File: config.mk
export PLATFORM = sky130hd
export DESIGN_NAME = nonres_div_rem_fixup
export DESIGN_NICKNAME = d
export VERILOG_FILES = /design/src/rtl/nonres_div_pkg.sv /design/src/rtl/nonres_div_rem_fixup_restore.sv /design/src/rtl/nonres_div_rem_fixup.sv
export SDC_FILE = /design/constraint.sdc
export NUM_CORES = 1
export LEC_CHECK = 0
export ABC_AREA = 1
export CAP_MARGIN = 20
export CORE_MARGIN = 3
export CORE_UTILIZATION = 48
export CTS_BUF_LIST = sky130_fd_sc_hd__clkbuf_16
export DETAILED_ROUTE_END_ITERATION = 7
export GPL_TIMING_DRIVEN = 0
export PLACE_DENSITY = 0.81
export SLEW_MARGIN = 10
export SYNTH_ARGS = -nofsm -noshare
export SYNTH_HDL_FRONTEND = slang
export SYNTH_SLANG_ARGS = --single-unit
export TNS_END_PERCENT = 100
File: constraint.sdc
create_clock -name clk -period 2 [get_ports clk]
set_clock_uncertainty 0.2 [all_clocks]
set_input_delay 0.2 -clock clk [delete_from_list [all_inputs] [get_ports clk]]
set_output_delay 0.2 -clock clk [all_outputs]
set_load 0.01 [all_outputs]
File: src/rtl/nonres_div_pkg.sv
// Shared types for the non-restoring divider remainder fixup stage.
// NONRES_FIXUP_SELFCHECK_EN adds the original dividend to the raw bundle.
package nonres_div_pkg;

    localparam int DW = 2;
    localparam int RW = 4;
    localparam int QW = RW - DW + 1;
    localparam int CW = RW + 2;

    typedef struct packed {
        logic [DW-1:0] d;
        logic [QW-1:0] q;
        logic [RW:0]   r_n1;
`ifdef NONRES_FIXUP_SELFCHECK_EN
        logic [RW-1:0] r_0;
`endif
    } nrd_raw_t;

    typedef struct packed {
        logic [QW-1:0] quo;
        logic [DW-1:0] rem;
        logic          fixed;
        logic          dz;
    } nrd_res_t;

`ifdef NONRES_FIXUP_SELFCHECK_EN
    // Rebuilds the dividend from a finished result, wide enough not to wrap.
    function automatic logic [CW-1:0] recombine(
        input logic [QW-1:0] quo,
        input logic [DW-1:0] d,
        input logic [DW-1:0] rem
    );
        logic [CW-1:0] prod;
        prod = CW'(quo) * CW'(d);
        return prod + CW'(rem);
    endfunction
`endif

endpackage

File: src/rtl/nonres_div_rem_fixup_restore.sv
// Combinational remainder restoration: adds the divisor back to a
// negative partial remainder and flags divide-by-zero.
module nonres_rem_restore
    import nonres_div_pkg::*;
(
    input  nrd_raw_t raw,
    output nrd_res_t res
);

    logic          dz;
    logic          neg;
    logic [DW-1:0] add_rem;

    // Only the low DW bits of the restored sum can be a valid remainder.
    always_comb begin
        dz      = (raw.d == '0);
        neg     = raw.r_n1[RW];
        add_rem = raw.r_n1[DW-1:0] + raw.d;
        res     = '0;
        unique case (1'b1)
            dz: begin
                res.quo   = '1;
                res.rem   = raw.r_n1[DW-1:0];
                res.fixed = 1'b0;
                res.dz    = 1'b1;
            end
            !dz && neg: begin
                res.quo   = raw.q;
                res.rem   = add_rem;
                res.fixed = 1'b1;
                res.dz    = 1'b0;
            end
            default: begin
                res.quo   = raw.q;
                res.rem   = raw.r_n1[DW-1:0];
                res.fixed = 1'b0;
                res.dz    = 1'b0;
            end
        endcase
    end

endmodule

File: src/rtl/nonres_div_rem_fixup.sv
// Two-register valid/ready fixup stage behind the non-restoring divider.
// NONRES_FIXUP_SELFCHECK_EN adds R_0 input and sticky chk_err output.
module nonres_div_rem_fixup
    import nonres_div_pkg::*;
(
    input  logic          clk,
    input  logic          rst,
    input  logic          in_valid,
    output logic          in_ready,
    input  logic [DW-1:0] D,
    input  logic [QW-1:0] Q,
    input  logic [RW:0]   R_n1,
    output logic          out_valid,
    input  logic          out_ready,
    output logic [QW-1:0] quo,
    output logic [DW-1:0] rem,
    output logic          fixed,
    output logic          dz
`ifdef NONRES_FIXUP_SELFCHECK_EN
    ,
    input  logic [RW-1:0] R_0,
    output logic          chk_err
`endif
);

    logic     rdy_en;
    logic     s1_v;
    logic     s2_v;
    logic     s2_en;
    logic     s1_fire;
    logic     in_fire;
    nrd_raw_t raw_in;
    nrd_raw_t s1_q;
    nrd_res_t fix_res;
    nrd_res_t s2_q;

    always_comb begin
        raw_in      = '0;
        raw_in.d    = D;
        raw_in.q    = Q;
        raw_in.r_n1 = R_n1;
`ifdef NONRES_FIXUP_SELFCHECK_EN
        raw_in.r_0  = R_0;
`endif
    end

    // rdy_en keeps in_ready low through reset and the release edge.
    assign s2_en    = !s2_v || out_ready;
    assign s1_fire  = s1_v && s2_en;
    assign in_ready = rdy_en && (!s1_v || s2_en);
    assign in_fire  = in_valid && in_ready;

    nonres_rem_restore u_restore (
        .raw (s1_q),
        .res (fix_res)
    );

    always_ff @(posedge clk or posedge rst) begin
        if (rst) begin
            rdy_en <= 1'b0;
            s1_v   <= 1'b0;
            s2_v   <= 1'b0;
            s1_q   <= '0;
            s2_q   <= '0;
        end else begin
            rdy_en <= 1'b1;
            if (in_fire) begin
                s1_v <= 1'b1;
                s1_q <= raw_in;
            end else if (s1_fire) begin
                s1_v <= 1'b0;
            end
            if (s2_en) begin
                s2_v <= s1_v;
            end
            if (s1_fire) begin
                s2_q <= fix_res;
            end
        end
    end

    assign out_valid = s2_v;
    assign quo       = s2_q.quo;
    assign rem       = s2_q.rem;
    assign fixed     = s2_q.fixed;
    assign dz        = s2_q.dz;

`ifdef NONRES_FIXUP_SELFCHECK_EN
    logic [CW-1:0] recomb;
    logic          chk_bad;

    // Checked as the result enters S2; divide-by-zero has nothing to verify.
    always_comb begin
        recomb  = recombine(fix_res.quo, s1_q.d, fix_res.rem);
        chk_bad = !fix_res.dz &&
                  ((recomb != CW'(s1_q.r_0)) ||
                   (fix_res.rem >= s1_q.d));
    end

    always_ff @(posedge clk or posedge rst) begin
        if (rst) begin
            chk_err <= 1'b0;
        end else if (s1_fire && chk_bad) begin
            chk_err <= 1'b1;
        end
    end
`endif

endmodule
### Word level (Yosys, flattened, before mapping)

Index checks and enable logic that the tools add are counted.

| storage, ports and cells | value |
|---|---|
| bits in latches | 0 |
| RAM bits | 0 |
| memories kept | 0 |
| word-level logic and storage cells | 25 |
| bits in read-only memories | 0 |
| bits in registers | 20 |

| cells by class | value |
|---|---|
| shift-type cells | 0 |
| div/mod/pow operators | 0 |
| $add $sub $neg | 1 |
| order comparisons | 0 |
| multiply operators | 0 |
| equal/unequal tests | 0 |
| bitwise operators | 0 |
| mux-type cells | 3 |
| reduce and logical (&&, ||, !) cells | 11 |

Operators by type and width:

| kind | count |
|---|---|
| case mux 7 bit (2 select lines) | 1 |
| logical AND 1 bit | 4 |
| zero test 1 bit | 3 |
| adder 2 bit | 1 |
| zero test 2 bit | 1 |
| logical OR 1 bit | 2 |
| two-way mux 1 bit | 2 |
| nonzero test 2 bit | 1 |

### Longest topological paths before layout

| logic depth | value |
|---|---|
| word-level depth | 6 |
| depth in mapped cells | 8 |

### By module

From an unflattened synthesis, not the netlist that was laid out.

| unflattened totals | value |
|---|---|
| cells, all modules | 106 |
| area total of the unflattened synthesis | 942.2 um2 |

Modules (own cells, without submodules):

| module | times used | area an instance (um2) | seq. area each (um2) | cells an instance |
|---|---|---|---|---|
| nonres_div_rem_fixup | 1 | 829.5 | 500.5 | 87 |
| nonres_rem_restore | 1 | 112.6 | 0.0 | 19 |

### Worst setup path after synthesis

OpenSTA, ideal clock, no wires.

| path | value |
|---|---|
| kind | reg2reg |
| start point | reg s1_q[8] (netlist bit) |
| end point | reg s2_q, in the netlist rem[1] |
| cell stages (with the launch flop) | 8 |
| setup time | 0.117 ns |
| slack | 0.733 ns |
| clock period less this slack | 1.267 ns |
| buffers on the path | 0 |
| data arrival time | 0.949 ns |
| path through | dfrtp_1 > ha_1 > nand2_1 > inv_1 > nor2_2 > nand3_1 > nand3_1 > nand2_1 |

| on the way | value |
|---|---|
| word-level cells in the longest chain between the ends | 4 |

RTL lines:

| what | line | source |
|---|---|---|
| start: declaration | nonres_div_rem_fixup.sv:33 | `nrd_raw_t s1_q;` |
| start signal: assignment | nonres_div_rem_fixup.sv:69 | `s1_q <= raw_in;` |
| parallel branches: the longest is 3 deep, another holds adder 2 bit | -- |  |
| case mux 7 bit (2 select lines) (*) | nonres_div_rem_fixup_restore.sv:20 | `unique case (1'b1)` |
| end signal: assignment | nonres_div_rem_fixup.sv:77 | `s2_q <= fix_res;` |
| end: declaration | nonres_div_rem_fixup.sv:35 | `nrd_res_t s2_q;` |

Every way passes the cells marked *.
A chain may end at the register's enable or synchronous reset.

### Worst setup path after layout

| path | value |
|---|---|
| start point | in out_ready |
| end point | out in_ready |

| on the way | value |
|---|---|
| word-level cells in the longest chain between the ends | 3 |

RTL lines:

| what | line | source |
|---|---|---|
| start: declaration | nonres_div_rem_fixup.sv:14 | `input logic out_ready,` |
| logical OR 1 bit | nonres_div_rem_fixup.sv:48 | `assign s2_en = !s2_v \|\| out_ready;` |
| logical OR 1 bit | nonres_div_rem_fixup.sv:50 | `assign in_ready = rdy_en && (!s1_v \|\| s2_en);` |
| logical AND 1 bit | nonres_div_rem_fixup.sv:50 |  |
| end: declaration | nonres_div_rem_fixup.sv:9 | `output logic in_ready,` |

Every way passes these cells.

==> impl_summary.md <==
Logic synthesis
The cell area after synthesis is 783 sq um. The number of nets handed over by synthesis was 105. The number of synthesized register bits is 18. The average footprint of a synthesized cell is 8.70 sq um. Synthesis handed over a netlist of 90 instances. The count of warnings emitted by yosys is 0.

In this run, distinct cell masters in the synthesized netlist total 15. Sequential cells were found to cover 57.5% of the synthesized design area.

GRT
The overflow left after global routing is 0. The wire length of the first global-routing pass is 2.33 mm. The initial antenna violation count is 0. The maximum number of pins on one net before global-route repair is 19. For this run, the total global-route usage over all layers was measured as 15.3%.

The number of global-route vias before repair is 584.

Power
The maximum vdd ir drop is 0.000552 V. The static leakage power is 0.564 nW. Total power for the finished layout comes to 1.14 mW. The power density of the placed cells is 1060 nW/um^2.

Critical path
Along the worst path, the maximum fanout reaches 10. The setup check on the worst reg-to-reg path leaves a slack of 660 ps. The required time at the worst-slack endpoint is 1600 ps. Counting both buffers and inverters, the worst setup path holds a total of 4.

The nature of the critical path endpoint is an output port. Broken down by cell family, the worst path's largest delay share belongs to buffers and inverters. The kind of start point of the critical path is an input port. On the worst path, the slowest cell contributes a delay of 450 ps. The worst setup path is of the in -> out kind. The signal on the critical path passes through clkdlybuf4s50_1 > inv_1 > nand3_1 > nand2_1 > inv_4 > dlymetal6s2s_1. For the worst setup path, the data arrival time is 1160 ps. For this design, the slowest cell found on the critical path is sky130_fd_sc_hd__clkdlybuf4s50_1.

STA
The relative slew slack is 57.6%. At the pin with the least slew margin, the transition time is 636 ps. The setup slack of the critical path after layout is 436 ps. The final clock period utilization by the worst path is 78.2%. Setup repair after global routing left no endpoint under its margin. The max-slew violation total from the final report is 0. On the final layout, the worst hold slack is 93.5 ps. The final number of setup-violating endpoints is 0. The post-route setup TNS is 0 ps.

Static timing analysis puts the maximum clock frequency at 639 MHz. The final critical-path required period is 1560 ps. The count of endpoints failing hold in the final timing report came to 0.

Die
The floorplan core area is 1420 sq um. The floorplan step set the die height to 46.4 microns. The I/O pin count is 23. The die area is 2150 sq um. The floorplan die width is 46.4 microns.

The standard-cell row count is 13. Once the floorplan was initialized, standard cells occupied 55.3% of the core.

Routing
Dividing the detail-routed via count by the number of cells gives 4.80. The number of DRC markers after the initial detailed-route iteration is 7. The aggregate routed wire length is 1.29 mm. The first detailed-routing pass took 4 iterations. Summing over every cut layer, the via total after detailed routing is 614. The count of nets left with antenna violations once routing finished came out at 0. In the final routed layout, each cell accounts on average for 10.0 microns. For this run, design rule violations remaining after detail routing come to 0.

Clocking
The tree built by TritonCTS fans out to 18 sinks. For the worst-skew pair, the clock arrives at the later sink with an insertion delay of 240 ps. The post-CTS clock slew at the launch and capture registers of the worst setup and hold paths is 50 ps.

Counting the buffers created by CTS gives 3. The clock tree from TritonCTS is built. The number of setup buffers added after CTS is 0.

In this run the number of H-tree levels came out at 1. The root cell of the clock tree is sky130_fd_sc_hd__clkbuf_16. The clock passes through at most 2 buffers.

Placed design
Including well taps, the total number of placed cells is 124. At the placement stage, the worst setup path has a slack of 64.5 ps. In this run the tool buffered the top-level ports with 19 buffer cells.

The post-detailed-placement cell area is 992 sq um. Routability-driven placement finished with a final weighted congestion of 0.743. Summed over all nets, the half-perimeter wirelength after detailed placement is 975 microns.

Final layout
Once layout is complete, the cells apart from fillers number 128. The area of all placed cells without fillers is 1070 sq um. The post-route netlist has 8.85% of its cells at a drive strength greater than 1. After filler insertion, the fill cell instance count of the layout stands at 109. The layout-stage area growth over the synthesis result is 37.1%. The sequential cell area is 450 sq um.

0 antenna diodes ended up in the layout. The final layout net count is 129. Once layout is complete, the utilization of the core stands at 75.9%. The multi-input combinational cells in the finished layout cover a total of 292 sq um.

Outcome
The flow ran to the end, and the final reports show no timing, DRC or antenna violations.

Job
The max-cap violation count is 0.

Min path
In this run the worst hold path is classified as in -> reg.
path summary, 6_finish.rpt:
| check | from | to | cells after the start |
|---|---|---|---|
| setup / recovery | out_ready | in_ready | 6 |
| max in group asynchronous | rst | s1_q[4] | 2 |
| setup reg to reg | s1_q[8] | rem[1] | 7 |
| hold / removal | in_valid | s1_q[9] | 3 |
| hold reg to reg | fixed | fixed | 2 |
| min in group asynchronous | rst | quo[2] | 2 |
layer usage:
| metal | vias to the layer above | global-route usage [%] | share of wire (%) |
|---|---|---|---|
| met3 | 2 | 3.52 | 6.8 |
| met2 | 19 | 26.9 | 47 |
| met5 | - | 0 | 0 |
| met4 | 0 | 5.11 | 0.54 |
| met1 | 264 | 17.9 | 45 |
| li1 | 329 | - | - |
cells in the final DEF (no fill, tap or decap), types with 2 or more instances in the layout:
cell type,synthesis,final
sky130_fd_sc_hd__nand2_1,36,36
sky130_fd_sc_hd__nor2_1,4,4
sky130_fd_sc_hd__clkbuf_16,0,3
sky130_fd_sc_hd__inv_1,6,6
sky130_fd_sc_hd__clkdlybuf4s50_1,0,18
sky130_fd_sc_hd__nor2_4,2,2
sky130_fd_sc_hd__o21ai_1,5,5
sky130_fd_sc_hd__dfrtp_1,18,18
sky130_fd_sc_hd__nand3_1,11,11
flip-flops by register name, summed over array words and instances, names as in the netlist:
register   count
s1_q           8
out_valid      1
rdy_en         1
rem            2
quo            3
fixed          1
s1_v           1
dz             1
cell families after synthesis:
kind of cell               count (synthesis)  share of synthesized area (%)
buffers and inverters                      9                           5.27
adders and majority gates                  1                           1.60
and+or+nand+nor                           56                           31.9
other                                      1                          0.479
DFF                                       18                           57.5
AOI/OAI and AO/OA                          5                           3.19
cell usage after synthesis:
master,n,area [sq um]
sky130_fd_sc_hd__inv_1,6,22.5
sky130_fd_sc_hd__dfrtp_1,18,450
sky130_fd_sc_hd__conb_1,1,3.75
sky130_fd_sc_hd__nor2_4,2,22.5
sky130_fd_sc_hd__nand2_1,36,135
sky130_fd_sc_hd__buf_4,1,7.51
sky130_fd_sc_hd__ha_1,1,12.5
sky130_fd_sc_hd__buf_2,1,5.00
sky130_fd_sc_hd__inv_4,1,6.26
sky130_fd_sc_hd__nor3_1,1,5.00
sky130_fd_sc_hd__nand3_1,11,55.1
sky130_fd_sc_hd__nor2_1,4,15.0
sky130_fd_sc_hd__nand2_4,1,11.3
sky130_fd_sc_hd__nor2_2,1,6.26
sky130_fd_sc_hd__o21ai_1,5,25.0
where the power goes:
part / switching [mW] / internal [mW] / leakage, nW
registers: 0.0444 / 0.436 / 0.223
clock network: 0.120 / 0.265 / 0.0385
logic: 0.126 / 0.147 / 0.302
tightest hold or removal path, cell delays in order:
cell and delay (ps):
sky130_fd_sc_hd__buf_2 160, sky130_fd_sc_hd__nand3_1 90, sky130_fd_sc_hd__nand2_1 50
repair_timing:
action / CTS / global route
resized for setup: 0 / 1
hold buffers: 0 / 0
setup endpoints to repair: 0 / 1
endpoints found under the hold margin: 0 / 0
final cells by class:
type,count,area share (%)
Buffer,2,1.17
Clock inverter,1,0.350
Inverter,7,2.68
Sequential cell,18,42.0
Clock buffer,3,6.99
Multi-Input combinational cell,63,27.2
Timing Repair Buffer,19,17.9
Tap cell,15,1.75
Note: power is estimated with default switching activity, not from simulation.
